File: config.mk
export PLATFORM = sky130hd
export DESIGN_NAME = mole_scheduler
export DESIGN_NICKNAME = d
export VERILOG_FILES = /design/src/rtl/mole_scheduler.sv
export SDC_FILE = /design/constraint.sdc
export NUM_CORES = 1
export LEC_CHECK = 0
export BUFFER_PORTS_ARGS = -buffer_cell sky130_fd_sc_hd__buf_2
export CORE_MARGIN = 4
export CORE_UTILIZATION = 45
export DETAILED_ROUTE_END_ITERATION = 7
export PLACE_DENSITY = 0.68
export SYNTH_ARGS = -nofsm -noshare
export SYNTH_HDL_FRONTEND = slang
export SYNTH_SLANG_ARGS = --single-unit
File: constraint.sdc
create_clock -name clk -period 11 [get_ports clk]
set_input_delay 2.2 -clock clk [delete_from_list [all_inputs] [get_ports clk]]
set_output_delay 2.2 -clock clk [all_outputs]
set_load 0.005 [all_outputs]
File: src/rtl/mole_scheduler.sv
// Whack-a-mole round sequencer: requests random words, lights a mole set, times each round,
// scores hits, counts misses and sequences a fixed number of rounds per game.
module mole_scheduler #(
    parameter int unsigned          NUM_MOLES   = 18,
    parameter logic [NUM_MOLES-1:0] ENABLE_MASK = 18'h3FFFF,
    parameter int unsigned          ON_TICKS    = 500,
    parameter int unsigned          GAP_TICKS   = 250,
    parameter int unsigned          ROUNDS      = 20
) (
    input  logic                 clk,
    input  logic                 reset,
    input  logic                 tick,
    input  logic                 start,
    input  logic                 abort,
    input  logic [NUM_MOLES-1:0] hit,
    input  logic [17:0]          rng_value,
    output logic                 rng_change,
    output logic [NUM_MOLES-1:0] mole_mask,
    output logic [7:0]           score,
    output logic [7:0]           misses,
    output logic [7:0]           round_num,
    output logic                 busy,
    output logic                 done
);

    typedef enum logic [2:0] {
        StIdle,
        StReq,
        StSample,
        StShow,
        StGap,
        StDone
    } state_e;

    localparam logic [15:0] OnLast    = 16'(ON_TICKS - 1);
    localparam logic [15:0] GapLast   = 16'(GAP_TICKS - 1);
    localparam logic [7:0]  LastRound = 8'(ROUNDS);

    function automatic logic [4:0] popcount(input logic [NUM_MOLES-1:0] v);
        logic [4:0] c;
        c = '0;
        for (int i = 0; i < NUM_MOLES; i++) begin
            c = c + 5'(v[i]);
        end
        return c;
    endfunction

    state_e      state_q;
    logic [15:0] tick_cnt_q;
    logic [1:0]  retry_q;

    logic [NUM_MOLES-1:0] cand;
    logic [NUM_MOLES-1:0] hits;
    logic [NUM_MOLES-1:0] mask_after;
    logic [8:0]           score_sum;
    logic [8:0]           miss_sum;
    logic [7:0]           score_sat;
    logic [7:0]           miss_sat;
    logic [7:0]           round_next;
    logic                 timeout;
    logic                 round_end;
    logic                 gap_exit;

    always_comb begin
        cand       = NUM_MOLES'(rng_value) & ENABLE_MASK;
        hits       = hit & mole_mask;
        mask_after = mole_mask & ~hits;
        score_sum  = {1'b0, score} + {4'b0, popcount(hits)};
        // Misses are what is still lit after this cycle's hits have been taken off.
        miss_sum   = {1'b0, misses} + {4'b0, popcount(mask_after)};
        score_sat  = score_sum[8] ? 8'hFF : score_sum[7:0];
        miss_sat   = miss_sum[8] ? 8'hFF : miss_sum[7:0];
        timeout    = tick && (tick_cnt_q == OnLast);
        round_end  = timeout || (mask_after == '0);
        round_next = round_num + 8'd1;
        gap_exit   = (GAP_TICKS == 0) || (tick && (tick_cnt_q == GapLast));
    end

    always_ff @(posedge clk or negedge reset) begin
        if (!reset) begin
            state_q    <= StIdle;
            tick_cnt_q <= '0;
            retry_q    <= '0;
            rng_change <= 1'b0;
            mole_mask  <= '0;
            score      <= '0;
            misses     <= '0;
            round_num  <= '0;
            busy       <= 1'b0;
            done       <= 1'b0;
        end else if (abort && (state_q != StIdle)) begin
            // Tallies survive an abort so the final result can still be shown.
            state_q    <= StIdle;
            rng_change <= 1'b0;
            mole_mask  <= '0;
            busy       <= 1'b0;
            done       <= 1'b0;
        end else begin
            rng_change <= 1'b0;
            unique case (state_q)
                StIdle, StDone: begin
                    if (start) begin
                        score      <= '0;
                        misses     <= '0;
                        round_num  <= '0;
                        retry_q    <= '0;
                        tick_cnt_q <= '0;
                        rng_change <= 1'b1;
                        busy       <= 1'b1;
                        done       <= 1'b0;
                        state_q    <= StReq;
                    end
                end
                StReq: begin
                    state_q <= StSample;
                end
                StSample: begin
                    if (cand != '0) begin
                        mole_mask  <= cand;
                        tick_cnt_q <= '0;
                        retry_q    <= '0;
                        state_q    <= StShow;
                    end else if (retry_q != 2'd3) begin
                        retry_q    <= retry_q + 2'd1;
                        rng_change <= 1'b1;
                        state_q    <= StReq;
                    end else begin
                        // Four empty words in a row: fall back to mole 0 so the round still runs.
                        mole_mask  <= NUM_MOLES'(1);
                        tick_cnt_q <= '0;
                        retry_q    <= '0;
                        state_q    <= StShow;
                    end
                end
                StShow: begin
                    score <= score_sat;
                    if (tick) begin
                        tick_cnt_q <= tick_cnt_q + 16'd1;
                    end
                    if (round_end) begin
                        mole_mask  <= '0;
                        round_num  <= round_next;
                        tick_cnt_q <= '0;
                        if (timeout) begin
                            misses <= miss_sat;
                        end
                        if (round_next == LastRound) begin
                            busy    <= 1'b0;
                            done    <= 1'b1;
                            state_q <= StDone;
                        end else begin
                            state_q <= StGap;
                        end
                    end else begin
                        mole_mask <= mask_after;
                    end
                end
                StGap: begin
                    if (gap_exit) begin
                        rng_change <= 1'b1;
                        state_q    <= StReq;
                    end else if (tick) begin
                        tick_cnt_q <= tick_cnt_q + 16'd1;
                    end
                end
                default: begin
                    state_q <= StIdle;
                end
            endcase
        end
    end

endmodule
# Word-level counts from Yosys, hierarchy flattened
# Index checks and enable logic that the tools add are counted.
# totals
wordCells,143
output_inout_bits,45
in_bits,41
regBits,66
# classes
bitwise,4
addsub,39
reduce_logical,22
mux,49
n_eq_ne,19
# ops
cell,count
$add A5 B1 Y5,26
$mux W16,6
$mux W18,4
$pmux W16 S4,1
$mux W8,6
$pmux W8 S2,3
$and A18 B18 Y18,2
$pmux W18 S2,1
$add A8 B5 Y9,2
$logic_not A18 Y1,1
$not A18 Y18,1
$reduce_bool A18 Y1,1
$add A16 B1 Y16 const B,1
$eq A16 B8 Y1 const B,1
$eq A16 B9 Y1 const B,1
$ne A3 B3 Y1 const B,5
$pmux W3 S5,1
$mux W1,14
$mux W3,4
$add A4 B1 Y5,2
$mux W2,5
$ne A2 B2 Y1 const B,5
$reduce_and A5 Y1,2
$reduce_and A3 Y1,3
other kinds (23),35

# Longest topological paths before layout
# Gate-level depths: netlist of run 1.
# depth
depth_word,25
depth_mapped,18
depth_no_buf,18

# Worst setup path before layout of run 1
# Ideal clock, no wire load.
# synth_path
path_type,input-to-reg
from,input port hit[8]
to,register score[6]
setup_slack_ns,4.220
setup_ns,0.077
cell_stages,17
t_arrival_ns,6.703
required_time_ns,10.923
n_path_buf,0
path_cell_list,and2_1 -> fa_1 -> inv_1 -> fa_1 -> fa_1 -> fa_1 -> fa_1 -> fa_1 -> inv_1 -> fa_1 -> a21o_1 -> a21oi_1 -> o21bai_1 -> a21oi_1 -> inv_1 -> a311o_1 -> a21oi_1
# synth_via
elab_chain_len,14
# synth_lines
element,line,rtl
"start, declared",15,"input logic [NUM_MOLES-1:0] hit,"
$and A18 B18 Y18,66,hits = hit & mole_mask;
$add A5 B1 Y5 (10 in a row),43,c = c + 5'(v[i]);
$add A8 B5 Y9,68,"score_sum = {1'b0, score} + {4'b0, popcount(hits)};"
$mux W8,71,score_sat = score_sum[8] ? 8'hFF : score_sum[7:0];
$pmux W8 S2,100,unique case (state_q)
"end signal, assigned",136,score <= score_sat;
"end, declared",19,"output logic [7:0] score,"
# No other way between the ends.
# A chain may end at the register's enable or synchronous reset.

# Worst setup path in the final report of run 1
# Ends and elaborated chain as after synthesis.

==> flow_metrics.tcl, run 1 <==
set metrics [dict create \
    core.rowCount 38 \
    synth_area_sq_mm 0.005102 \
    yosys.area.top_type "dfrtp_1" \
    dp_hpwl_um 10610 \
    grt_pass1_wl_um 23050 \
    antennaDiodeCount 0 \
    hold_buffers 0 \
    start_util 0.4646 \
    nets 737 \
    tightest_slew_ps 967.3 \
    multi_input_area_sq_mm 0.003242 \
    crit_path_max_incr_delay_ps 580 \
    ys.flop_type "dfrtp_1" \
    drt-pass1-iter-count 5 \
    maxCapViolCount 0 \
    synth_edf_count 0 \
    critPathMaxFanout 4 \
    synth_xor_area_frac 0.01030 \
    antenna_found_initial 0 \
    grt_util_all_layers 0.2246 \
    syn_inst 562 \
    worst_skew_pair.late_latency_ps 350 \
    synth_seq_area_share 0.3237 \
    first_global_vias 4586 \
    status "completed" \
    drt-vias-per-instance 5.866 \
    cts_buffers 9 \
    routed-via-count 4599 \
    synth_top_area_share 0.3237 \
    crit_cells 18 \
    cts_setup_buffers 0 \
    cts_tree "yes" \
    required_ps 11270 \
    cts_num_sinks 66 \
    overflow 0 \
    synth_compound_area_frac 0.2254 \
    die_area_sq_mm 0.01311 \
    syn_avg_cell_area_sq_um 9.079 \
    synth_async_sr_flop_share 1.000 \
    ys_ff_latch 66 \
    yosys_warnings 0 \
    clock_path_buffers 2 \
    yosys.area_share.simple 0.2197 \
    crit_path_start_kind "input port" \
    drv_slew 0 \
    htree_num_levels 3 \
    p_per_area_mw_per_mm2 225.3 \
    r2r_slack_ps 5640 \
    r2r_start "mole_mask[8]" \
    critical_path.most_common_cell "fa_1" \
    die_w_um 114.5 \
    cpLargestDelayFamily "adder cells" \
    setup_viol 0 \
    avgRoutedWirePerCell_um 17.76 \
    gp_congestion 0.9932 \
    drtIter0Drc 383 \
    synth-adder-area-share 0.1780 \
    hold_path.class "reg2reg" \
    hold_viol_final 0 \
    areaGrowthSynthToFinish_pct 16.48 \
    root_buffer "clkbuf_16" \
    grt_max_degree 67 \
    coreArea_sq_mm 0.01098 \
    crit_path_end_kind "register" \
    synth_top_family_by_area "compound AO/OA/AOI/OAI gates" \
    final-seq-area_sq_mm 0.001652 \
    ys_types 69 \
    rr_endpoint "score[6]" \
    clkTransAtPathRegs_ps 50 \
    wl_um 13920 \
    utilization 0.5411 \
    synthesis.nets 660 \
    cp_slowest_cell "fa_1" \
    crit_buf_inv 4 \
    fillers 1015 \
    io_buffers 85 \
    antenna_left 0 \
    crit_start "hit[8]" \
    boundaryPins 86 \
    ff2ff_path_depth 17 \
    synth_area_leaders "dfrtp_1 32%, fa_1 10%, ha_1 7.6%, nand2_1 5.5%, o21ai_0 4.6%" \
    rsz0062_at_grt "no" \
    slew_headroom 0.3508 \
    finalSetupTns_ps 0 \
    fmax_ghz 0.1458 \
    cts_resized 0 \
    arrival_ps 7130 \
    die_height_um 114.5 \
    period_minus_slack_ps 6861 \
    crit_end "score[6]" \
    critical_path_class "in2reg" \
    finClkSkew_ps 6.436 \
    synth_mux_area_frac 0.001962 \
    crit_chain "buf_2 -> and2_1 -> fa_1 -> inv_1 -> fa_1 -> fa_1 -> fa_1 -> fa_1 -> fa_1 -> inv_1 -> fa_1 -> a21o_1 -> a21oi_1 -> o21bai_1 -> a21oi_1 -> inv_1 -> a311o_1 -> a21oi_1" \
    remaining_drc_errors 0 \
    drive_gt1_frac 0.1832 \
    total_leakage_power_nw 2.962 \
    fin_crit_sh 0.6237 \
    peakVddDrop_mv 0.1254 \
]
-- power breakdown --
group / leakage, nW / switching [mW] / total, mW / internal [mW]
registers: 0.902 / 0.0651 / 0.354 / 0.289
clock network: 0.156 / 0.108 / 0.308 / 0.200
logic: 1.90 / 0.391 / 0.677 / 0.286
-- worst register-to-register path, cell delays in order, from the launching register on --
cell,delay (ps)
dfrtp_1,410
and2_1,200
fa_1,580
inv_1,60
fa_1,460
fa_1,540
fa_1,450
fa_1,560
fa_1,210
inv_1,60
fa_1,390
a21o_1,190
a21oi_1,230
o21bai_1,90
a21oi_1,280
inv_1,90
a311o_1,350
a21oi_1,140
-- area by class of cell --
cell class                      instances  share of cell area
Inverter                               29             0.01832
Tap cell                              140             0.02947
Timing Repair Buffer                   88             0.07537
Clock inverter                          1            0.005053
Multi-Input combinational cell        445              0.5455
Clock buffer                           15             0.04842
Sequential cell                        66              0.2779
-- synth_stat cells, types with 3 or more instances --
cell	instances
nand4_1	7
a22o_1	22
clkbuf_1	12
ha_1	31
xor2_1	4
nor2_1	30
a2bb2oi_1	7
nand2_1	75
nand3_1	16
o31ai_1	15
fa_1	26
nor2b_1	20
nand4b_1	3
nand2b_1	14
dfrtp_1	66
or4_4	3
nor4_1	5
o21ai_1	7
buf_2	7
o31a_1	3
o21a_1	5
o21ai_0	47
a21o_1	3
inv_1	29
nor3_1	9
o22a_1	4
o41ai_1	3
and2_1	13
a21oi_1	24
-- layer usage --
| layer | part of all wire | global-route usage |
|---|---|---|
| met5 | 0 | 0 |
| met4 | 0.027 | 0.09818 |
| met3 | 0.067 | 0.06237 |
| met2 | 0.46 | 0.3454 |
| met1 | 0.44 | 0.2959 |
-- cell usage in the layout (no fill, tap or decap), drive strengths merged, types with 15 or more instances in the layout --
cell	n
a21oi	24
a22o	22
buf	88
clkbuf	15
dfrtp	66
fa	26
ha	31
inv	29
nand2	76
nand2b	15
nand3	16
nor2	31
nor2b	20
o21ai	54
o31ai	16
-- how the worst min path moves through the flow --
stage / startpoint / endpoint / slack (ps) / depth (start not counted)
finish: score[1] / score[1] / 500 / 2
global route: done / done / 520 / 1
CTS: score[3] / score[3] / 510 / 2
detailed placement: score[3] / score[3] / 490 / 2
floorplan: retry_q[1] / retry_q[1] / 450 / 2
global placement: retry_q[1] / retry_q[1] / 470 / 2
-- through the flow --
step           area, sq um  setup slack [ps]  cells  total power [mW]  hold slack (ps)
2_1_floorplan         5102              4220    562            0.8242            453.8
3_3_place_gp          5625              3890    768             1.007            473.9
3_5_place_dp          5625              3798    768             1.030            490.1
4_1_cts               5943              4163    784             1.349            505.9
5_1_grt               5943              3826    784             1.465            515.3
6_report              5943              4139    784             1.339            500.2
-- cells by family after synthesis --
family | count (synthesis)
and+or+nand+nor | 214
muxes | 1
adders and majority gates | 57
AOI/OAI and AO/OA | 167
buffers and inverters | 51
DFF | 66
xor gates and xnor gates | 6
-- registers in the layout, summed over array words and instances, names as in the netlist --
signal      cells
round_num       8
mole_mask      18
misses          8
score           8
retry_q         2
busy            1
state_q         3
tick_cnt_q     16
rng_change      1
done            1
(Power assumes the default switching activity.)
==> run 2: changes to the inputs <==
Settings changed: PLACE_DENSITY 0.68 to 0.71.
Clock period 11 ns to 6.2 ns, I/O delays scaled along.
==> run 2 against run 1 <==
  * Via count up 1.5%
  * Clock power up 56%
  * Non-clock buffer count up 1
  * Sequential power up 78%
  * Final cell count up 0.13%
  * Worst hold slack worse by 14 ps
  * Critical endpoint is now misses[2]
  * Highest routed layer unchanged
==> flow_metrics.tcl, run 2 (same netlist as run 1, synthesis figures left out) <==
set metrics [dict create \
    holdWs_ps 486.1 \
    multi_input_area_sq_mm 0.003242 \
    utilization 0.5388 \
    r2r_start "mole_mask[8]" \
    crit_path_start_kind "input port" \
    largest_register_ffs 18 \
    cts_buffers 9 \
    critPathMaxFanout 5 \
    htree_num_levels 3 \
    tightest_slew_ps 1293 \
    peakVddDrop_mv 0.1784 \
    clkTransAtPathRegs_ps 50 \
    combPwrFrac 0.520 \
    overflow 0 \
    hold_viol_final 0 \
    total_leakage_power_nw 2.946 \
    root_buffer "clkbuf_16" \
    place_inst 769 \
    io_buffers 85 \
    dp_hpwl_um 10400 \
    routed-via-count 4666 \
    fillers 1012 \
    status "completed" \
    gp_congestion 0.9886 \
    die_w_um 114.5 \
    p_sw_mw 0.9934 \
    fmax_ghz 0.1710 \
    stdcell_count 785 \
    maxCapViolCount 0 \
    grt_util_all_layers 0.2163 \
    hold_buffers 0 \
    arrival_ps 6020 \
    crit_path_end_kind "register" \
    drv_slew 0 \
    hold_path_startpoint "done" \
    critical_path_class "in2reg" \
    grt_max_degree 67 \
    core.rowCount 38 \
    hold_path.class "reg2reg" \
    regMostFlops "mole_mask" \
    worst_slack_ps 350.3 \
    areaGrowthSynthToFinish_pct 15.99 \
    antennaDiodeCount 0 \
    crit_start "hit[2]" \
    final_common_cell "buf_2" \
    antenna_found_initial 0 \
    antenna_left 0 \
    cts_setup_buffers 0 \
    pwr-share-clk 0.208 \
    wl_um 13810 \
    clock_path_buffers 2 \
    top_regs "mole_mask x18, tick_cnt_q x16" \
    drtIter0Drc 325 \
    final-seq-area_sq_mm 0.001652 \
    drt-vias-per-instance 5.944 \
    fin_crit_sh 0.9435 \
    start_util 0.4646 \
    p_per_area_mw_per_mm2 391.8 \
    avgRoutedWirePerCell_um 17.59 \
    required_ps 6370 \
    setup_viol 0 \
    slew_headroom 0.1346 \
    cts_tree "yes" \
    first_global_vias 4535 \
    nets 738 \
    drive_gt1_frac 0.1829 \
    die_area_sq_mm 0.01311 \
    internal-power_mw 1.325 \
    cts_num_sinks 66 \
    layout_common_cells "85 x buf_2, 75 x nand2_1, 66 x dfrtp_1" \
    rsz0062_at_grt "no" \
    coreArea_sq_mm 0.01098 \
    boundaryPins 86 \
    swShare 0.4284 \
    worst_skew_pair.late_latency_ps 330 \
    die_height_um 114.5 \
    cts_resized 0 \
    period_minus_slack_ps 5850 \
    grt_pass1_wl_um 22630 \
    p_seq_frac 0.272 \
    finClkSkew_ps 6.705 \
    remaining_drc_errors 0 \
    finalSetupTns_ps 0 \
    dp_slack_ps 66.70 \
    drt-pass1-iter-count 5 \
]
## run 2: cell types whose count changed in the layout (fill, tap and decap cells not counted), sizes merged
cell,before,now
buf,88,89
bufinv,1,0
clkinvlp,0,1
## run 2: critical path: stages
cell and delay, ps:
buf_2 110, nand2b_1 210, fa_1 550, fa_1 460, fa_1 550, fa_1 430
fa_1 520, fa_1 200, inv_1 60, fa_1 410, a21o_1 190, a21oi_1 220
o21bai_1 90, a21oi_1 350, nor2_1 160, o21ai_0 190, o21ai_0 90
## run 2: final timing paths
kind | endpoint | slack, ps | cells after the start
hold reg to reg | done | 490 | 1
hold / removal | done | 490 | 1
setup reg to reg | score[6] | 940 | 17
min in group asynchronous | mole_mask[15] | 1090 | 2
max in group asynchronous | tick_cnt_q[10] | 4480 | 2
setup / recovery | misses[2] | 350 | 17
## run 2: layer usage
metal  global-route usage  routed length (um)  share of wire  vias to the layer above
li1                     -                   -              -                     2179
met1               0.3018                6170           0.45                     2287
met2               0.3360                6460           0.47                      177
met3              0.04757                 952          0.069                       23
met4              0.06651                 228          0.017                        0
met5                    0                   0              0                        -
## run 2: layout make-up
cell class	count	share of cell area
Clock buffer	15	0.04693
Tap cell	140	0.02960
Clock inverter	1	0.001268
Sequential cell	66	0.2791
Inverter	29	0.01839
Multi-Input combinational cell	445	0.5478
Timing Repair Buffer	89	0.07696
## run 2: power by group through the flow
stage	clock (mW)	sequential, mW	combinational, mW
CTS	0.492	0.627	1.21
global route	0.510	0.643	1.36
global placement	0	0.629	1.15
detailed placement	0	0.633	1.19
finish	0.482	0.631	1.21
floorplan	0	0.592	0.870
## run 2: per-stage QoR
| step | power (mW) | area (sq um) |
|---|---|---|
| after floorplan | 1.462 | 5102 |
| after CTS | 2.330 | 5918 |
| after global placement | 1.782 | 5633 |
| final | 2.319 | 5918 |
| after global routing | 2.518 | 5918 |
| after detailed placement | 1.825 | 5633 |
==> run 3: changes to the inputs <==
Settings changed: ABC_CLOCK_PERIOD_IN_PS set to 6200, CORE_ASPECT_RATIO set to 1.75, CORE_UTILIZATION 45 to 52, PLACE_DENSITY 0.71 to 0.8.
==> run 3 against run 2 <==
  * Flip-flop and latch count stayed put
  * Total power increased by 3.6%
  * Combinational power hardly changed
  * Critical path depth up 1
  * Sequential share of layout area fell by 0.13 points
  * Clock skew down 1.5 ps
  * Highest routed layer unchanged
  * Global-route usage increased by 4.6 points
  * Worst setup slack improved by 65 ps
  * Wire length rose by 7.4%
==> flow_metrics.tcl, run 3 (same netlist as run 1, synthesis figures left out) <==
set metrics [dict create \
    drt-vias-per-instance 6.224 \
    finalSetupTns_ps 0 \
    die_w_um 82.88 \
    drt-pass1-iter-count 5 \
    required_ps 6460 \
    final-seq-area_sq_mm 0.001652 \
    grt_pass1_wl_um 24230 \
    final_common_cell "buf_2" \
    start_util 0.5356 \
    antenna_left 0 \
    cts_num_sinks 66 \
    cts_resized 0 \
    remaining_drc_errors 0 \
    areaGrowthSynthToFinish_pct 16.53 \
    boundaryPins 86 \
    status "completed" \
    finClkSkew_ps 5.175 \
    clock_path_buffers 2 \
    core.rowCount 47 \
    avgRoutedWirePerCell_um 19.31 \
    critical_path_class "in2reg" \
    nets 740 \
    antennaDiodeCount 0 \
    coreArea_sq_mm 0.009527 \
    power.total_mw 2.402 \
    antenna_found_initial 0 \
    layout_common_cells "85 x buf_2, 75 x nand2_1, 66 x dfrtp_1" \
    top_regs "mole_mask x18, tick_cnt_q x16" \
    die_height_um 139.0 \
    multi_input_area_sq_mm 0.003242 \
    hold_buffers 0 \
    clkTransAtPathRegs_ps 50 \
    crit_path_end_kind "register" \
    htree_num_levels 3 \
    grt_util_all_layers 0.2621 \
    io_buffers 85 \
    drtIter0Drc 269 \
    crit_path_start_kind "input port" \
    critPathMaxFanout 2 \
    routed-via-count 4780 \
    gp_congestion 0.9106 \
    hold_viol_final 0 \
    utilization 0.6241 \
    cts_tree "yes" \
    place_inst 753 \
    maxCapViolCount 0 \
    dp_hpwl_um 11410 \
    wl_um 14830 \
    largest_register_ffs 18 \
    regMostFlops "mole_mask" \
    tightest_slew_ps 1143 \
    drv_slew 0 \
    hold_path.class "reg2reg" \
    dp_slack_ps 40.62 \
    arrival_ps 6040 \
    total_leakage_power_nw 2.975 \
    cts_buffers 9 \
    stdcell_count 768 \
    worst_skew_pair.late_latency_ps 340 \
    slew_headroom 0.2349 \
    drive_gt1_frac 0.1858 \
    peakVddDrop_mv 0.2314 \
    rsz0062_at_grt "no" \
    setup_viol 0 \
    fmax_ghz 0.1729 \
    cts_setup_buffers 0 \
    die_area_sq_mm 0.01152 \
    overflow 0 \
    worst_slack_ps 415.4 \
    first_global_vias 4892 \
    fillers 822 \
    period_minus_slack_ps 5785 \
    p_per_area_mw_per_mm2 403.9 \
    fin_crit_sh 0.9330 \
    root_buffer "clkbuf_16" \
    grt_max_degree 67 \
]
## run 3: changes by cell type in the layout (fill, tap and decap cells not counted)
cell | before | now
clkinvlp_4 | 1 | 0
buf_4 | 4 | 6
bufinv_16 | 0 | 2
clkbuf_8 | 3 | 2
clkbuf_1 | 3 | 2
## run 3: final timing paths
check                              from  cells past startpoint       endpoint  slack [ps]
max                              hit[8]                     18       score[6]         420
min                            score[5]                      2       score[5]         510
max reg2reg                mole_mask[8]                     17       score[6]         950
min reg2reg                    score[5]                      2       score[5]         510
max in group asynchronous         reset                      2  mole_mask[15]        4540
min in group asynchronous         reset                      2   mole_mask[1]        1090
## run 3: power breakdown
part           switching [mW]  internal (mW)  total [mW]
clock                   0.189          0.372       0.561
sequential              0.119          0.513       0.632
combinational           0.704          0.504        1.21
## run 3: cell type report
class	instances	share of cell area
flip-flops and latches	66	0.2778
inverters	29	0.01831
repair buffers	91	0.07912
clock inverters	2	0.01010
clock buffers	13	0.04377
multi-input cells	445	0.5452
well taps	122	0.02567
## run 3: routing by layer
metal	GRT usage	wire length, um	up-vias
li1	-	-	2183
met5	0	0	-
met3	0.05232	690	46
met2	0.4700	8049	183
met4	0.1533	820	0
met1	0.2806	5270	2368
## run 3: metrics by stage
stage / hold slack (ps) / area, sq um
2_1_floorplan: 453.8 / 5102
3_3_place_gp: 470.2 / 5625
3_5_place_dp: 491.3 / 5625
4_1_cts: 507.7 / 5946
5_1_grt: 527.3 / 5946
6_report: 505.5 / 5946
## run 3: critical path: stages
cell and delay, ps:
buf_2 100, and2_1 140, fa_1 550, inv_1 70, fa_1 460, fa_1 570
fa_1 450, fa_1 540, fa_1 200, inv_1 60, fa_1 400, a21o_1 190
a21oi_1 220, o21bai_1 90, a21oi_1 180, inv_1 70, a311o_1 340, a21oi_1 150
